==> config.mk <==
export PLATFORM = sky130hd
export DESIGN_NAME = touch_painter_flat
export DESIGN_NICKNAME = d
export VERILOG_FILES = /design/src/rtl/sketch_pkg.sv /design/src/rtl/touch_painter_if.sv /design/src/rtl/rect_scanner.sv /design/src/rtl/touch_painter.sv /design/src/flat_wrapper.sv
export SDC_FILE = /design/constraint.sdc
export NUM_CORES = 1
export LEC_CHECK = 0
export ABC_AREA = 1
export CORE_MARGIN = 2
export CORE_UTILIZATION = 25
export CTS_BUF_LIST = sky130_fd_sc_hd__clkbuf_8 sky130_fd_sc_hd__clkbuf_16
export DETAILED_ROUTE_END_ITERATION = 6
export HOLD_SLACK_MARGIN = 0.12
export SYNTH_ARGS = -nofsm -noshare
export SYNTH_HDL_FRONTEND = slang
export SYNTH_SLANG_ARGS = --single-unit
==> constraint.sdc <==
create_clock -name clk -period 9.9 [get_ports clk]
set_input_delay 1.485 -clock clk [delete_from_list [all_inputs] [get_ports clk]]
set_output_delay 1.485 -clock clk [all_outputs]
set_load 0.02 [all_outputs]
==> src/rtl/sketch_pkg.sv <==
// Shared definitions for the etch-a-sketch drawing datapath.
//   - Display geometry and VRAM size constants
//   - color_t (RGB332 pixel), coordinate and VRAM address types
//   - painter_state_t: touch_painter FSM states
//   - row_offset(): y * width using shifts and adds instead of a multiplier
package sketch_pkg;

    localparam int DISPLAY_WIDTH  = 240;
    localparam int DISPLAY_HEIGHT = 320;
    localparam int VRAM_LENGTH    = DISPLAY_WIDTH * DISPLAY_HEIGHT;
    localparam int COORD_W        = 9;
    localparam int ADDR_W         = $clog2(VRAM_LENGTH);

    typedef logic [7:0]         color_t;
    typedef logic [COORD_W-1:0] coord_t;
    typedef logic [ADDR_W-1:0]  vaddr_t;

    typedef enum logic [1:0] {
        S_IDLE,
        S_SETUP,
        S_PAINT,
        S_CLEAR
    } painter_state_t;

    // The native panel width gets the cheap 256-16 form; any other width
    // falls back to a shift-and-add over the set bits of the constant.
    function automatic vaddr_t row_offset(input coord_t y, input int unsigned width);
        vaddr_t yw;
        vaddr_t acc;
        yw  = vaddr_t'(y);
        acc = '0;
        if (width == 240) begin
            acc = (yw << 8) - (yw << 4);
        end else begin
            for (int i = 0; i < COORD_W; i++) begin
                if (width[i]) acc = acc + (yw << i);
            end
        end
        return acc;
    endfunction

endpackage

==> src/rtl/touch_painter_if.sv <==
// Bus between the touch front end, the painter and the VRAM write port.
//   touch_valid/touch_ready/touch_x/touch_y/color : touch point handshake
//   clear_req                                     : single-cycle clear request
//   busy                                          : painter not idle
//   vram_wr_ena/vram_wr_addr/vram_wr_data         : VRAM write port
// slave = the painter, master = whoever drives touches and sinks writes.
interface touch_painter_if;
    import sketch_pkg::*;

    logic   touch_valid;
    logic   touch_ready;
    coord_t touch_x;
    coord_t touch_y;
    color_t color;
    logic   clear_req;
    logic   busy;
    logic   vram_wr_ena;
    vaddr_t vram_wr_addr;
    color_t vram_wr_data;

    modport master (
        output touch_valid, touch_x, touch_y, color, clear_req,
        input  touch_ready, busy, vram_wr_ena, vram_wr_addr, vram_wr_data
    );

    modport slave (
        input  touch_valid, touch_x, touch_y, color, clear_req,
        output touch_ready, busy, vram_wr_ena, vram_wr_addr, vram_wr_data
    );

endinterface

==> src/rtl/rect_scanner.sv <==
// Walks an inclusive rectangle row by row, one pixel per cycle.
//   start            : load x0..x1 / y0..y1 / row_base, first pixel next cycle
//   addr/valid/last  : current pixel address, pixel strobe, final pixel flag
// ROW_STRIDE is the VRAM row pitch added to the row base at each row end.
module rect_scanner import sketch_pkg::*; #(
    parameter int ROW_STRIDE = 240
) (
    input  logic   clk,
    input  logic   rst,
    input  logic   start,
    input  coord_t x0,
    input  coord_t x1,
    input  coord_t y0,
    input  coord_t y1,
    input  vaddr_t row_base,
    output vaddr_t addr,
    output logic   valid,
    output logic   last
);

    localparam vaddr_t STRIDE = vaddr_t'(ROW_STRIDE);

    coord_t x_q, x_d, y_q, y_d;
    coord_t x0_q, x0_d, x1_q, x1_d, y1_q, y1_d;
    vaddr_t base_q, base_d, addr_q, addr_d;
    logic   valid_q, valid_d;
    logic   at_row_end, at_last;

    assign at_row_end = (x_q == x1_q);
    assign at_last    = valid_q & at_row_end & (y_q == y1_q);

    always_comb begin
        x_d     = x_q;
        y_d     = y_q;
        x0_d    = x0_q;
        x1_d    = x1_q;
        y1_d    = y1_q;
        base_d  = base_q;
        addr_d  = addr_q;
        valid_d = valid_q;
        if (start) begin
            x_d     = x0;
            y_d     = y0;
            x0_d    = x0;
            x1_d    = x1;
            y1_d    = y1;
            base_d  = row_base;
            addr_d  = row_base + vaddr_t'(x0);
            valid_d = 1'b1;
        end else if (valid_q) begin
            if (at_last) begin
                valid_d = 1'b0;
            end else if (at_row_end) begin
                x_d    = x0_q;
                y_d    = y_q + 1'b1;
                base_d = base_q + STRIDE;
                addr_d = base_q + STRIDE + vaddr_t'(x0_q);
            end else begin
                x_d    = x_q + 1'b1;
                addr_d = addr_q + 1'b1;
            end
        end
    end

    always_ff @(posedge clk or negedge rst) begin
        if (!rst) begin
            x_q     <= '0;
            y_q     <= '0;
            x0_q    <= '0;
            x1_q    <= '0;
            y1_q    <= '0;
            base_q  <= '0;
            addr_q  <= '0;
            valid_q <= 1'b0;
        end else begin
            x_q     <= x_d;
            y_q     <= y_d;
            x0_q    <= x0_d;
            x1_q    <= x1_d;
            y1_q    <= y1_d;
            base_q  <= base_d;
            addr_q  <= addr_d;
            valid_q <= valid_d;
        end
    end

    assign addr  = addr_q;
    assign valid = valid_q;
    assign last  = at_last;

endmodule

==> src/rtl/touch_painter.sv <==
// Drawing stage: turns accepted touch points into a clipped square brush of
// VRAM writes and performs full-screen clears (on request and after reset).
//   clk, rst (async, active-low)
//   bus (slave): touch handshake, clear_req, busy, VRAM write port
module touch_painter #(
    parameter int         DISPLAY_WIDTH  = sketch_pkg::DISPLAY_WIDTH,
    parameter int         DISPLAY_HEIGHT = sketch_pkg::DISPLAY_HEIGHT,
    parameter int         BRUSH_RADIUS   = 1,
    parameter logic [7:0] BG_COLOR       = 8'h00,
    parameter bit         CLEAR_ON_RESET = 1'b1
) (
    input logic            clk,
    input logic            rst,
    touch_painter_if.slave bus
);
    import sketch_pkg::*;

    localparam logic signed [9:0] RAD    = 10'(BRUSH_RADIUS);
    localparam logic signed [9:0] X_MAXS = 10'(DISPLAY_WIDTH - 1);
    localparam logic signed [9:0] Y_MAXS = 10'(DISPLAY_HEIGHT - 1);
    localparam coord_t            X_LAST = coord_t'(DISPLAY_WIDTH - 1);
    localparam coord_t            Y_LAST = coord_t'(DISPLAY_HEIGHT - 1);

    painter_state_t state_q, state_d;
    logic   pending_q, pending_d;
    logic   init_done_q, init_done_d;
    logic   ready_q, ready_d;
    logic   busy_q, busy_d;
    coord_t x_q, x_d, y_q, y_d;
    color_t color_q, color_d;
    color_t data_q, data_d;

    // Brush clipping; 10-bit signed so x-R below zero shows up as negative.
    logic signed [9:0] xs_lo, xs_hi, ys_lo, ys_hi;
    coord_t cx0, cx1, cy0, cy1;
    logic   out_of_range;

    assign xs_lo = $signed({1'b0, x_q}) - RAD;
    assign xs_hi = $signed({1'b0, x_q}) + RAD;
    assign ys_lo = $signed({1'b0, y_q}) - RAD;
    assign ys_hi = $signed({1'b0, y_q}) + RAD;

    always_comb begin
        cx0 = (xs_lo < 10'sd0)  ? '0     : xs_lo[8:0];
        cx1 = (xs_hi > X_MAXS)  ? X_LAST : xs_hi[8:0];
        cy0 = (ys_lo < 10'sd0)  ? '0     : ys_lo[8:0];
        cy1 = (ys_hi > Y_MAXS)  ? Y_LAST : ys_hi[8:0];
    end

    assign out_of_range = (x_q >= coord_t'(DISPLAY_WIDTH)) | (y_q >= coord_t'(DISPLAY_HEIGHT));

    // The scanner serves both jobs: a clear is just the full-screen rectangle.
    logic   scan_start, scan_clear;
    coord_t sx0, sx1, sy0, sy1;
    vaddr_t sbase, scan_addr;
    logic   scan_valid, scan_last;

    assign sx0   = scan_clear ? '0     : cx0;
    assign sx1   = scan_clear ? X_LAST : cx1;
    assign sy0   = scan_clear ? '0     : cy0;
    assign sy1   = scan_clear ? Y_LAST : cy1;
    assign sbase = scan_clear ? '0     : row_offset(cy0, DISPLAY_WIDTH);

    rect_scanner #(.ROW_STRIDE(DISPLAY_WIDTH)) u_scan (
        .clk      (clk),
        .rst      (rst),
        .start    (scan_start),
        .x0       (sx0),
        .x1       (sx1),
        .y0       (sy0),
        .y1       (sy1),
        .row_base (sbase),
        .addr     (scan_addr),
        .valid    (scan_valid),
        .last     (scan_last)
    );

    always_comb begin
        state_d     = state_q;
        pending_d   = pending_q;
        init_done_d = 1'b1;
        x_d         = x_q;
        y_d         = y_q;
        color_d     = color_q;
        data_d      = data_q;
        scan_start  = 1'b0;
        scan_clear  = 1'b0;

        // init_done_q is low only in the first cycle after reset release.
        if ((bus.clear_req && state_q != S_CLEAR) || (CLEAR_ON_RESET && !init_done_q))
            pending_d = 1'b1;

        case (state_q)
            S_IDLE: begin
                if (pending_q) begin
                    state_d    = S_CLEAR;
                    pending_d  = 1'b0;
                    scan_start = 1'b1;
                    scan_clear = 1'b1;
                    data_d     = BG_COLOR;
                end else if (bus.touch_valid && ready_q) begin
                    x_d     = bus.touch_x;
                    y_d     = bus.touch_y;
                    color_d = bus.color;
                    state_d = S_SETUP;
                end
            end
            S_SETUP: begin
                if (out_of_range) begin
                    state_d = S_IDLE;
                end else begin
                    state_d    = S_PAINT;
                    scan_start = 1'b1;
                    data_d     = color_q;
                end
            end
            S_PAINT, S_CLEAR: begin
                if (scan_last) state_d = S_IDLE;
            end
            default: state_d = S_IDLE;
        endcase

        // Registered from next-state values so both read 0 while in reset.
        ready_d = (state_d == S_IDLE) && !pending_d;
        busy_d  = (state_d != S_IDLE);
    end

    always_ff @(posedge clk or negedge rst) begin
        if (!rst) begin
            state_q     <= S_IDLE;
            pending_q   <= 1'b0;
            init_done_q <= 1'b0;
            ready_q     <= 1'b0;
            busy_q      <= 1'b0;
            x_q         <= '0;
            y_q         <= '0;
            color_q     <= '0;
            data_q      <= '0;
        end else begin
            state_q     <= state_d;
            pending_q   <= pending_d;
            init_done_q <= init_done_d;
            ready_q     <= ready_d;
            busy_q      <= busy_d;
            x_q         <= x_d;
            y_q         <= y_d;
            color_q     <= color_d;
            data_q      <= data_d;
        end
    end

    assign bus.touch_ready  = ready_q;
    assign bus.busy         = busy_q;
    assign bus.vram_wr_ena  = scan_valid;
    assign bus.vram_wr_addr = scan_addr;
    assign bus.vram_wr_data = data_q;

endmodule

==> src/flat_wrapper.sv <==
// flat-port wrapper written by rule: the top's interface ports become plain ports
module touch_painter_flat import sketch_pkg::*;
#(
    parameter int         DISPLAY_WIDTH  = sketch_pkg::DISPLAY_WIDTH,
    parameter int         DISPLAY_HEIGHT = sketch_pkg::DISPLAY_HEIGHT,
    parameter int         BRUSH_RADIUS   = 1,
    parameter logic [7:0] BG_COLOR       = 8'h00,
    parameter bit         CLEAR_ON_RESET = 1'b1
)
  (clk, rst, bus_touch_valid, bus_touch_x, bus_touch_y, bus_color, bus_clear_req, bus_touch_ready, bus_busy, bus_vram_wr_ena, bus_vram_wr_addr, bus_vram_wr_data);
  touch_painter_if bus_i ();
  input logic clk;
  input logic rst;
  input wire logic [$bits(bus_i.touch_valid)-1:0] bus_touch_valid;
  input wire logic [$bits(bus_i.touch_x)-1:0] bus_touch_x;
  input wire logic [$bits(bus_i.touch_y)-1:0] bus_touch_y;
  input wire logic [$bits(bus_i.color)-1:0] bus_color;
  input wire logic [$bits(bus_i.clear_req)-1:0] bus_clear_req;
  output wire logic [$bits(bus_i.touch_ready)-1:0] bus_touch_ready;
  output wire logic [$bits(bus_i.busy)-1:0] bus_busy;
  output wire logic [$bits(bus_i.vram_wr_ena)-1:0] bus_vram_wr_ena;
  output wire logic [$bits(bus_i.vram_wr_addr)-1:0] bus_vram_wr_addr;
  output wire logic [$bits(bus_i.vram_wr_data)-1:0] bus_vram_wr_data;
  assign bus_i.touch_valid = bus_touch_valid;
  assign bus_i.touch_x = bus_touch_x;
  assign bus_i.touch_y = bus_touch_y;
  assign bus_i.color = bus_color;
  assign bus_i.clear_req = bus_clear_req;
  assign bus_touch_ready = bus_i.touch_ready;
  assign bus_busy = bus_i.busy;
  assign bus_vram_wr_ena = bus_i.vram_wr_ena;
  assign bus_vram_wr_addr = bus_i.vram_wr_addr;
  assign bus_vram_wr_data = bus_i.vram_wr_data;
  touch_painter #(.DISPLAY_WIDTH(DISPLAY_WIDTH), .DISPLAY_HEIGHT(DISPLAY_HEIGHT), .BRUSH_RADIUS(BRUSH_RADIUS), .BG_COLOR(BG_COLOR), .CLEAR_ON_RESET(CLEAR_ON_RESET)) u_core (.clk(clk), .rst(rst), .bus(bus_i));
endmodule
; Word level (Yosys, flattened, before mapping)
; Cells that the tools add are included.
[classes]
addsub = 11
mul = 0
n_div = 0
n_lt_le_gt_ge = 6
n_eq_ne = 9
n_shift = 0
muxes = 43
bitwise = 4
n_reduce_logical = 17
[op_table]
columns = cell, n
row1 = $mux 17, 9
row2 = $mux 9, 16
row3 = $add 17x9->17, 2
row4 = $add 9x1->10 const B, 2
row5 = $lt 10x1->1 const B, 2
row6 = $sub 9x1->10 const B, 2
row7 = $add 9x1->9 const B, 2
row8 = $eq 9x9->1, 2
row9 = $add 17x1->17 const B, 1
row10 = $add 17x8->17 const B, 1
row11 = $sub 17x13->17, 1
row12 = $mux 8, 2
row13 = $pmux 8 s2, 1
row14 = $gt 10x10->1 const B, 1
row15 = $gt 10x9->1 const B, 1
row16 = $ge 9x8->1 const B, 1
row17 = $ge 9x9->1 const B, 1
row18 = $mux 1, 9
row19 = $reduce_and 3->1, 3
row20 = $mux 2, 4
row21 = $reduce_bool 2->1, 4
row22 = $pmux 2 s3, 1
row23 = $eq 2x2->1 const B, 2
row24 = $logic_not 2->1, 2
row25 = 12 further kinds, 18
[word_totals]
ff_bits = 120
latch_bits = 0
ram_bits = 0
rom_bits = 0
out_inout_bits = 28
memories = 0

; Depth between registers and ports, before layout
; Gate-level depths: netlist (run 1).
[depth]
word_depth = 8
ltp_mapped = 25
depth_no_buf = 24

; Modules after synthesis
; A second synthesis (run 1) with hierarchy kept.
[unflattened]
hier_cells = 1282
hier_area_um2 = 8902.3
[modules_own_cells]
columns = mod, instances, cells_per_inst, area_per_inst_um2, seq_area_each_um2
row1 = rect_scanner, 1, 858, 5903.2, 2001.9
row2 = touch_painter, 1, 424, 2999.1, 1001.0

; Worst setup path after synthesis (run 1)
; OpenSTA, ideal clock, no wires.
[synth_timing]
path_kind = register to register
start = register u_core.y_q[0]
end = register u_core.u_scan.addr_q[16] (netlist: u_core.u_scan.addr[16])
t_arrival_ps = 3184
required_ps = 9783
path_slack_ps = 6598
stages_incl_launch_ff = 24
period_less_slack_ps = 3302
path_cell_list = dfrtp_1 inv_2 ha_1 nand3_1 xor2_1 nor2_1 inv_1 ha_1 nand2_4 nor2_4 nor2_1 ha_1 inv_1 or2_2 nand2_1 nand4_1 nor2_2 nand2_1 nor2_1 nand3_1 nand2_1 nand2_1 nor2_1 nor2_1
[synth_via]
elab_chain_cells = 7
elab_cells_between_ends = 14
classes_between = add/sub: 3 / order compare: 2 / eq/ne: 1 / mux: 5 / bitwise: 1 / reduce/logical: 2
[synth_lines]
columns = item, line
row1 = "start, declared", touch_painter.sv:29  ; coord_t x_q, x_d, y_q, y_d;
row2 = "start signal, assigned", touch_painter.sv:146  ; y_q <= y_d;
row3 = $sub 9x1->10, touch_painter.sv:40  ; assign ys_lo = $signed({1'b0, y_q}) - RAD;
row4 = $lt 10x1->1, touch_painter.sv:46  ; cy0 = (ys_lo < 10'sd0) ? '0 : ys_lo[8:0];
row5 = $mux 9, touch_painter.sv:46
row6 = $sub 17x13->17, sketch_pkg.sv:33  ; acc = (yw << 8) - (yw << 4);
row7 = $mux 17, touch_painter.sv:62  ; assign sbase = scan_clear ? '0 : row_offset(cy0, DISPLAY_WIDTH);
row8 = $add 17x9->17, rect_scanner.sv:48  ; addr_d = row_base + vaddr_t'(x0);
row9 = $mux 17, rect_scanner.sv:41  ; if (start) begin
row10 = "end signal, assigned", rect_scanner.sv:82  ; addr_q <= addr_d;
row11 = "end, declared", rect_scanner.sv:25  ; vaddr_t base_q, base_d, addr_q, addr_d;
; Parallel ways exist; a longest one is shown, timed or not.
; A chain may end at the register's enable or synchronous reset.

; Final worst setup path (run 1)
[layout_timing]
start = register u_core.state_q[1]
end = register u_core.u_scan.addr_q[15] (netlist: u_core.u_scan.addr[15])
[layout_via]
elab_chain_cells = 5
elab_cells_between_ends = 11
classes_between = add/sub: 1 / eq/ne: 2 / mux: 5 / reduce/logical: 3
[layout_lines]
columns = item, line
row1 = "start, declared", touch_painter.sv:24  ; painter_state_t state_q, state_d;
row2 = "start signal, assigned", touch_painter.sv:140  ; state_q <= state_d;
row3 = $logic_not 2->1, touch_painter.sv:93  ; case (state_q)
row4 = $mux 1, touch_painter.sv:93
row5 = $mux 17 or $mux 9 (tied branches), "touch_painter.sv:62, touch_painter.sv:58"
row6 = $add 17x9->17, rect_scanner.sv:48
row7 = $mux 17, rect_scanner.sv:41
; Parallel ways exist; a longest one is shown, timed or not.

==> impl_metrics.csv, run 1 <==
group,metric,value,unit
place,gp_congestion,0.898,
power,power.static_leakage,4.49,nW
logic_synthesis,synth_ff_type,"dfrtp_1",
logic_synthesis,synthMostInstantiatedCell,"nand2_1",
logic_synthesis,syn-mean-instance-area,7.37,um2
worst_setup_path,r2r-end,"u_core.u_scan.addr[15]",
die,io-pin-count,58,
clocking,path_clk_slew,60,ps
clocking,cts_inserted_buffers,17,
worst_setup_path,reg2reg_setup_slack,6190,ps
clocking,cts.sinks,116,
die,die_h,181,um
timing,max_slew_margin,31.9,%
finish,ff_latch_area,2900,um2
clocking,hold_buffers,0,
finish,fillCellCount,3331,
worst_setup_path,endpoint,"u_core.u_scan.addr[15]",
finish,layout.nets,1171,
detailed_routing,drc,0,
worst_setup_path,cp_max_fo,40,
timing,hold_slack,473,ps
worst_setup_path,worst_setup_path_start_kind,"flop",
clocking,cts_root_buf,"clkbuf_16",
grt,grt_max_degree,53,
timing,finalHoldViolations,0,
timing,worst_clock_skew,10.9,ps
timing,fin_crit_sh,37.4,%
timing,grt_setup_unrepaired,"false",
logic_synthesis,synth_top_cell_area_share,36.9,%
timing,tns,0,ps
logic_synthesis,async_flop_share,100,%
timing,fmax,270,MHz
finish,antenna_cells,0,
die,start_util,25.5,%
logic_synthesis,yosys.cell_types.count,53,
worst_setup_path,crit_type,"flop to flop",
logic_synthesis,synth_area_leaders,"dfrtp_1 (37%), nand2_1 (9.8%), inv_1 (6.4%)",
clocking,ctsHtreeMaxLevel,4,
worst_setup_path,rr_startpoint,"u_core.state_q[1]",
logic_synthesis,synth_nets,1121,
job,cap_viol_max_count,0,
worst_setup_path,critPathCaptureType,"flop",
clocking,clock_latency,430,ps
timing,worst_slew_pin_slew,1020,ps
worst_setup_path,cp.required,10220,ps
place,io_buffers,57,
grt,antenna_found_initial,0,
finish,largest_reg_flops,17,
power,power_density,237,nW/um2
grt,grt_pass1_wl,37500,um
detailed_routing,first_iter_violations,576,
grt,track_usage,14.2,%
detailed_routing,detail-route-antenna-nets,0,
logic_synthesis,synth_cells,1066,
die,fp-row-count,64,
grt,grt_overflow,0,
logic_synthesis,yosysSeqAreaShare,36.9,%
place,dp.cells,1493,
clocking,cts_setup_buffers,0,
timing,setup_viol,0,
die,core_area,30700,um2
logic_synthesis,synth_warnings,0,
die,dieArea,32900,um2
clocking,cts.path.max_buffers,2,
timing,setup_ws,6190,ps
detailed_routing,num_vias,7373,
run_status,status,"finished clean",
worst_setup_path,startpoint,"u_core.state_q[1]",
finish,stdcell_count,1525,
detailed_routing,wl,23000,um
place,pre_cts_slack,6190,ps
timing,timing.final.max_slew_violations,0,
logic_synthesis,syn-cell-area,7860,um2
finish,syn2layout_area_growth,20.2,%
detailed_routing,avgViaCountPerCell,4.83,
die,die_w,181,um
hold_path,hold_path.class,"flop to flop",
finish,drive_gt1_share,9.57,%
logic_synthesis,ys_top_cells_by_count,"nand2_1 (206), inv_1 (133), nor2_1 (132)",
worst_setup_path,worstPathArrival,4020,ps
worst_setup_path,rr_worst_depth,12,
logic_synthesis,ys_seq_elements,116,
place,dpl.hpwl,17200,um
logic_synthesis,synth_top_area_cell,"dfrtp_1",
logic_synthesis,synth-edff-count,0,
power,vdd_drop_max,0.110,mV
finish,multi_input_area,4270,um2
clocking,cts.repair.resized,0,
clocking,tritoncts,"built",
timing,fin_crit,3710,ps
grt,grt_pass1_vias,7128,
detailed_routing,dr.pass1.iters,5,
detailed_routing,wl_per_cell,15.1,um
-- report_power, final --
| group | leakage, nW | switching [mW] | internal (mW) |
|---|---|---|---|
| clock | 0.308 | 0.237 | 0.426 |
| sequential | 1.34 | 0.123 | 0.586 |
| combinational | 2.83 | 0.524 | 0.343 |
| total | 4.49 | 0.884 | 1.35 |
-- layout make-up --
cell class	instances	area share (%)
multi-input cells	774	45.2
flip-flops and latches	116	30.7
repair buffers	62	6.41
inverters	145	5.76
well taps	396	5.25
clock buffers	18	4.65
clock inverters	14	1.99
-- through the flow --
| step | power [mW] | utilization [%] | cell area [um2] |
|---|---|---|---|
| floorplan | 1.29 | - | 7860 |
| CTS | 2.24 | 30.7 | 9450 |
| finish | 2.24 | 30.7 | 9450 |
| detailed placement | 1.57 | 28.7 | 8820 |
| global placement | 1.56 | 28.7 | 8820 |
| global route | 2.40 | 30.7 | 9450 |
-- placed cells by master (no fill, tap or decap), types with 17 or more instances in the layout --
cell | netlist | routed
dfrtp_1 | 116 | 116
clkbuf_16 | 0 | 17
o21ai_0 | 60 | 60
inv_1 | 133 | 135
nor2_1 | 132 | 132
xor2_1 | 43 | 43
nor3_1 | 21 | 21
ha_1 | 24 | 24
a21oi_1 | 57 | 57
nand4_1 | 18 | 18
nand3_1 | 67 | 66
clkdlybuf4s50_1 | 0 | 56
nand2_1 | 206 | 206
-- worst min-delay path by stage --
| stage | start | end | slack (ps) | depth (start not counted) |
|---|---|---|---|---|
| CTS | u_core.u_scan.x0_q[3] | u_core.u_scan.x0_q[3] | 480 | 2 |
| floorplan | u_core.u_scan.x0_q[3] | u_core.u_scan.x0_q[3] | 440 | 2 |
| global placement | u_core.u_scan.x0_q[3] | u_core.u_scan.x0_q[3] | 460 | 2 |
| detailed placement | u_core.u_scan.x0_q[3] | u_core.u_scan.x0_q[3] | 460 | 2 |
| global route | u_core.u_scan.x0_q[3] | u_core.u_scan.x0_q[3] | 510 | 2 |
| finish | u_core.u_scan.x0_q[3] | u_core.u_scan.x0_q[3] | 470 | 2 |
-- critical path: stages (launching register included) --
cell and delay, ps:
dfrtp_1 440, nor2_2 420, inv_1 100, nor4_2 250
buf_4 260, inv_2 180, nand2_2 340, buf_4 500
a21oi_2 220, inv_2 540, o211ai_1 170, inv_1 100
a21oi_2 50
-- per-layer routing --
metal  track usage, %  up-vias  part of all wire (%)
li1                 -     3616                     -
met1             20.5     3517                    50
met5                0        -                     0
met2             21.1      221                    43
met4             3.45        0                   1.1
met3             3.33       19                   6.0
-- cells by family after synthesis --
logic type               Yosys count  share of synthesized area (%)
AND/OR/NAND/NOR                  496                           28.6
AO/OA/AOI/OAI                    193                           14.7
buffers and inverters            176                           8.74
flip-flops                       116                           36.9
XOR/XNOR                          51                           5.69
adder cells (fa/ha/maj)           25                           4.08
multiplexers                       8                           1.15
other                              1                         0.0477
(Power assumes the default switching activity.)
==> inputs of run 2 (changes only) <==
Clock period 9.9 ns to 3.1 ns, I/O delays scaled along.
==> run 2 against run 1 <==
  * The flow now finishes with violations (setup timing)
  * Register-to-register slack lost 6300 ps
  * Flip-flop and latch count is the same
  * Critical path depth grew 11
  * Clock power grew to 3.1 times the previous value
  * Critical path type unchanged
  * Critical endpoint is now u_core.u_scan.addr[16]
  * Largest power group unchanged
==> impl_metrics.csv, run 2 (synthesis gave the netlist of run 1 again) <==
group,metric,value,unit
timing,worst_clock_skew,12.4,ps
hold_path,hold_path.class,"flop to flop",
worst_setup_path,r2r-end,"u_core.u_scan.addr[16]",
finish,multi_input_area,4520,um2
place,gp_congestion,0.895,
die,die_h,181,um
place,pre_cts_slack,-132,ps
timing,fin_crit,3160,ps
detailed_routing,wl_per_cell,14.3,um
worst_setup_path,crit_type,"flop to flop",
place,dpl.hpwl,17500,um
clocking,cts.path.max_buffers,2,
detailed_routing,drc,0,
timing,timing.final.max_slew_violations,0,
clocking,cts.sinks,116,
timing,grt_setup_unrepaired,"true",
detailed_routing,detail-route-antenna-nets,0,
clocking,cts_root_buf,"clkbuf_16",
worst_setup_path,startpoint,"u_core.y_q[1]",
clocking,cts_inserted_buffers,17,
finish,layout_commonest_cell,"nand2_1",
worst_setup_path,cpMaxStageDelayCell,"dfrtp_1",
timing,fmax,316,MHz
timing,setup_viol,4,
finish,layout.nets,1286,
finish,final_cell_mix,"nand2_1 (202), inv_1 (129), nor2_1 (118), dfrtp_1 (116), buf_4 (113)",
timing,tns,-192,ps
detailed_routing,first_iter_violations,551,
timing,hold_slack,476,ps
detailed_routing,wl,23400,um
power,power_density,682,nW/um2
timing,fin_crit_sh,102,%
clocking,clock_latency,420,ps
grt,grt_pass1_vias,7457,
grt,grt_pass1_wl,38600,um
worst_setup_path,cp_max_fo,3,
die,fp-row-count,64,
hold_path,min-delay-start,"u_core.bus.vram_wr_data[7]",
worst_setup_path,critPathCaptureType,"flop",
die,core_area,30700,um2
worst_setup_path,worstPathArrival,3470,ps
place,dp.cells,1591,
run_status,status,"finished with violations",
timing,max_slew_margin,50.8,%
grt,grt_max_degree,49,
grt,antenna_found_initial,0,
finish,antenna_cells,0,
finish,syn2layout_area_growth,34.7,%
grt,grt_overflow,0,
run_status,violations,"setup timing",
worst_setup_path,cpMostUsedCell,"nor2_2",
clocking,path_clk_slew,60,ps
power,power.static_leakage,5.06,nW
finish,drive_gt1_share,21.7,%
detailed_routing,num_vias,7667,
hold_path,hold_path_depth,2,
die,die_w,181,um
place,io_buffers,57,
worst_setup_path,worst_setup_path_start_kind,"flop",
timing,setup_ws,-63.1,ps
finish,largest_reg_flops,17,
worst_setup_path,critPathMaxStageDelay,430,ps
detailed_routing,dr.pass1.iters,6,
timing,worst_slew_pin_slew,735,ps
job,cap_viol_max_count,0,
clocking,tritoncts,"built",
finish,fillCellCount,3242,
grt,track_usage,14.5,%
hold_path,min_to,"u_core.bus.vram_wr_data[7]",
die,start_util,25.5,%
worst_setup_path,rr_worst_depth,23,
detailed_routing,avgViaCountPerCell,4.68,
worst_setup_path,crit_chain,"inv_2 -> ha_4 -> nand3_4 -> xor2_2 -> nor2_2 -> inv_2 -> ha_4 -> nand2_4 -> nor2_4 -> nor2_2 -> ha_1 -> inv_2 -> or2_4 -> nand2_2 -> nand4_1 -> nor2_2 -> nand2_1 -> nor2_2 -> nand3_1 -> nand2_1 -> nand2_1 -> nor2_1 -> nor2_1",
timing,finalHoldViolations,0,
finish,stdcell_count,1640,
worst_setup_path,reg2reg_setup_slack,-60,ps
worst_setup_path,cp.required,3410,ps
clocking,ctsHtreeMaxLevel,4,
worst_setup_path,rr_startpoint,"u_core.y_q[1]",
die,io-pin-count,58,
finish,ff_latch_area,2900,um2
die,dieArea,32900,um2
power,vdd_drop_max,0.306,mV
run 2: cell count changes in the layout (fill, tap and decap cells not counted), sizes merged:
cell         change
inv              -1
buf            +114
clkinv           +1
dlygate4sd3      +1
bufinv           -1
clkbuf           +2
clkinvlp         -1
run 2: how the worst max path moves through the flow:
stage | end | cells past startpoint | slack [ps]
after floorplan | u_core.u_scan.addr[16] | 23 | 2
after global placement | u_core.u_scan.addr[16] | 22 | -80
after detailed placement | u_core.u_scan.addr[16] | 22 | -130
after CTS | u_core.u_scan.addr[16] | 23 | -30
after global routing | u_core.u_scan.addr[16] | 23 | -260
final | u_core.u_scan.addr[16] | 23 | -60
run 2: metal layers:
metal	GRT usage (%)	vias to the layer above	wire length, um
li1	-	3837	-
met1	20.0	3600	11200
met2	23.3	204	10700
met3	3.02	26	1230
met4	3.06	0	265
met5	0	-	0
run 2: cell type report:
| class | count | area share [%] |
|---|---|---|
| Clock inverter | 12 | 1.29 |
| Inverter | 145 | 5.22 |
| Timing Repair Buffer | 177 | 14.3 |
| Multi-Input combinational cell | 774 | 42.7 |
| Clock buffer | 20 | 4.41 |
| Sequential cell | 116 | 27.4 |
| Tap cell | 396 | 4.68 |
run 2: where the power goes:
group | total, mW | leakage (nW) | switching (mW) | internal [mW]
sequential | 2.26 | 1.34 | 0.388 | 1.87
combinational | 2.92 | 3.40 | 1.66 | 1.26
clock | 2.03 | 0.312 | 0.720 | 1.31
run 2: repair_timing:
item	CTS	global route
pin swaps	14	17
hold endpoints to repair	2	0
buffers inserted	10	6
setup endpoints to repair	7	12
hold buffers	1	0
gates resized for setup	20	41
run 2: per-stage QoR:
step           instance area, um2  power, mW  utilization, %
6_report                    10600       7.22            34.4
5_1_grt                     10600       7.75            34.4
4_1_cts                     10400       7.15            33.7
3_5_place_dp                 9640       5.04            31.4
3_3_place_gp                 9640       4.99            31.4
2_1_floorplan                7920       4.13               -
run 2: critical path, delay by kind of cell, from the launching register on:
| kind | cells | cell delay (ps) |
|---|---|---|
| adder cells (fa/ha/maj) | 3 | 720 |
| XOR/XNOR | 1 | 160 |
| AND/OR/NAND/NOR | 16 | 1550 |
| flip-flops | 1 | 430 |
| buffers and inverters | 3 | 200 |
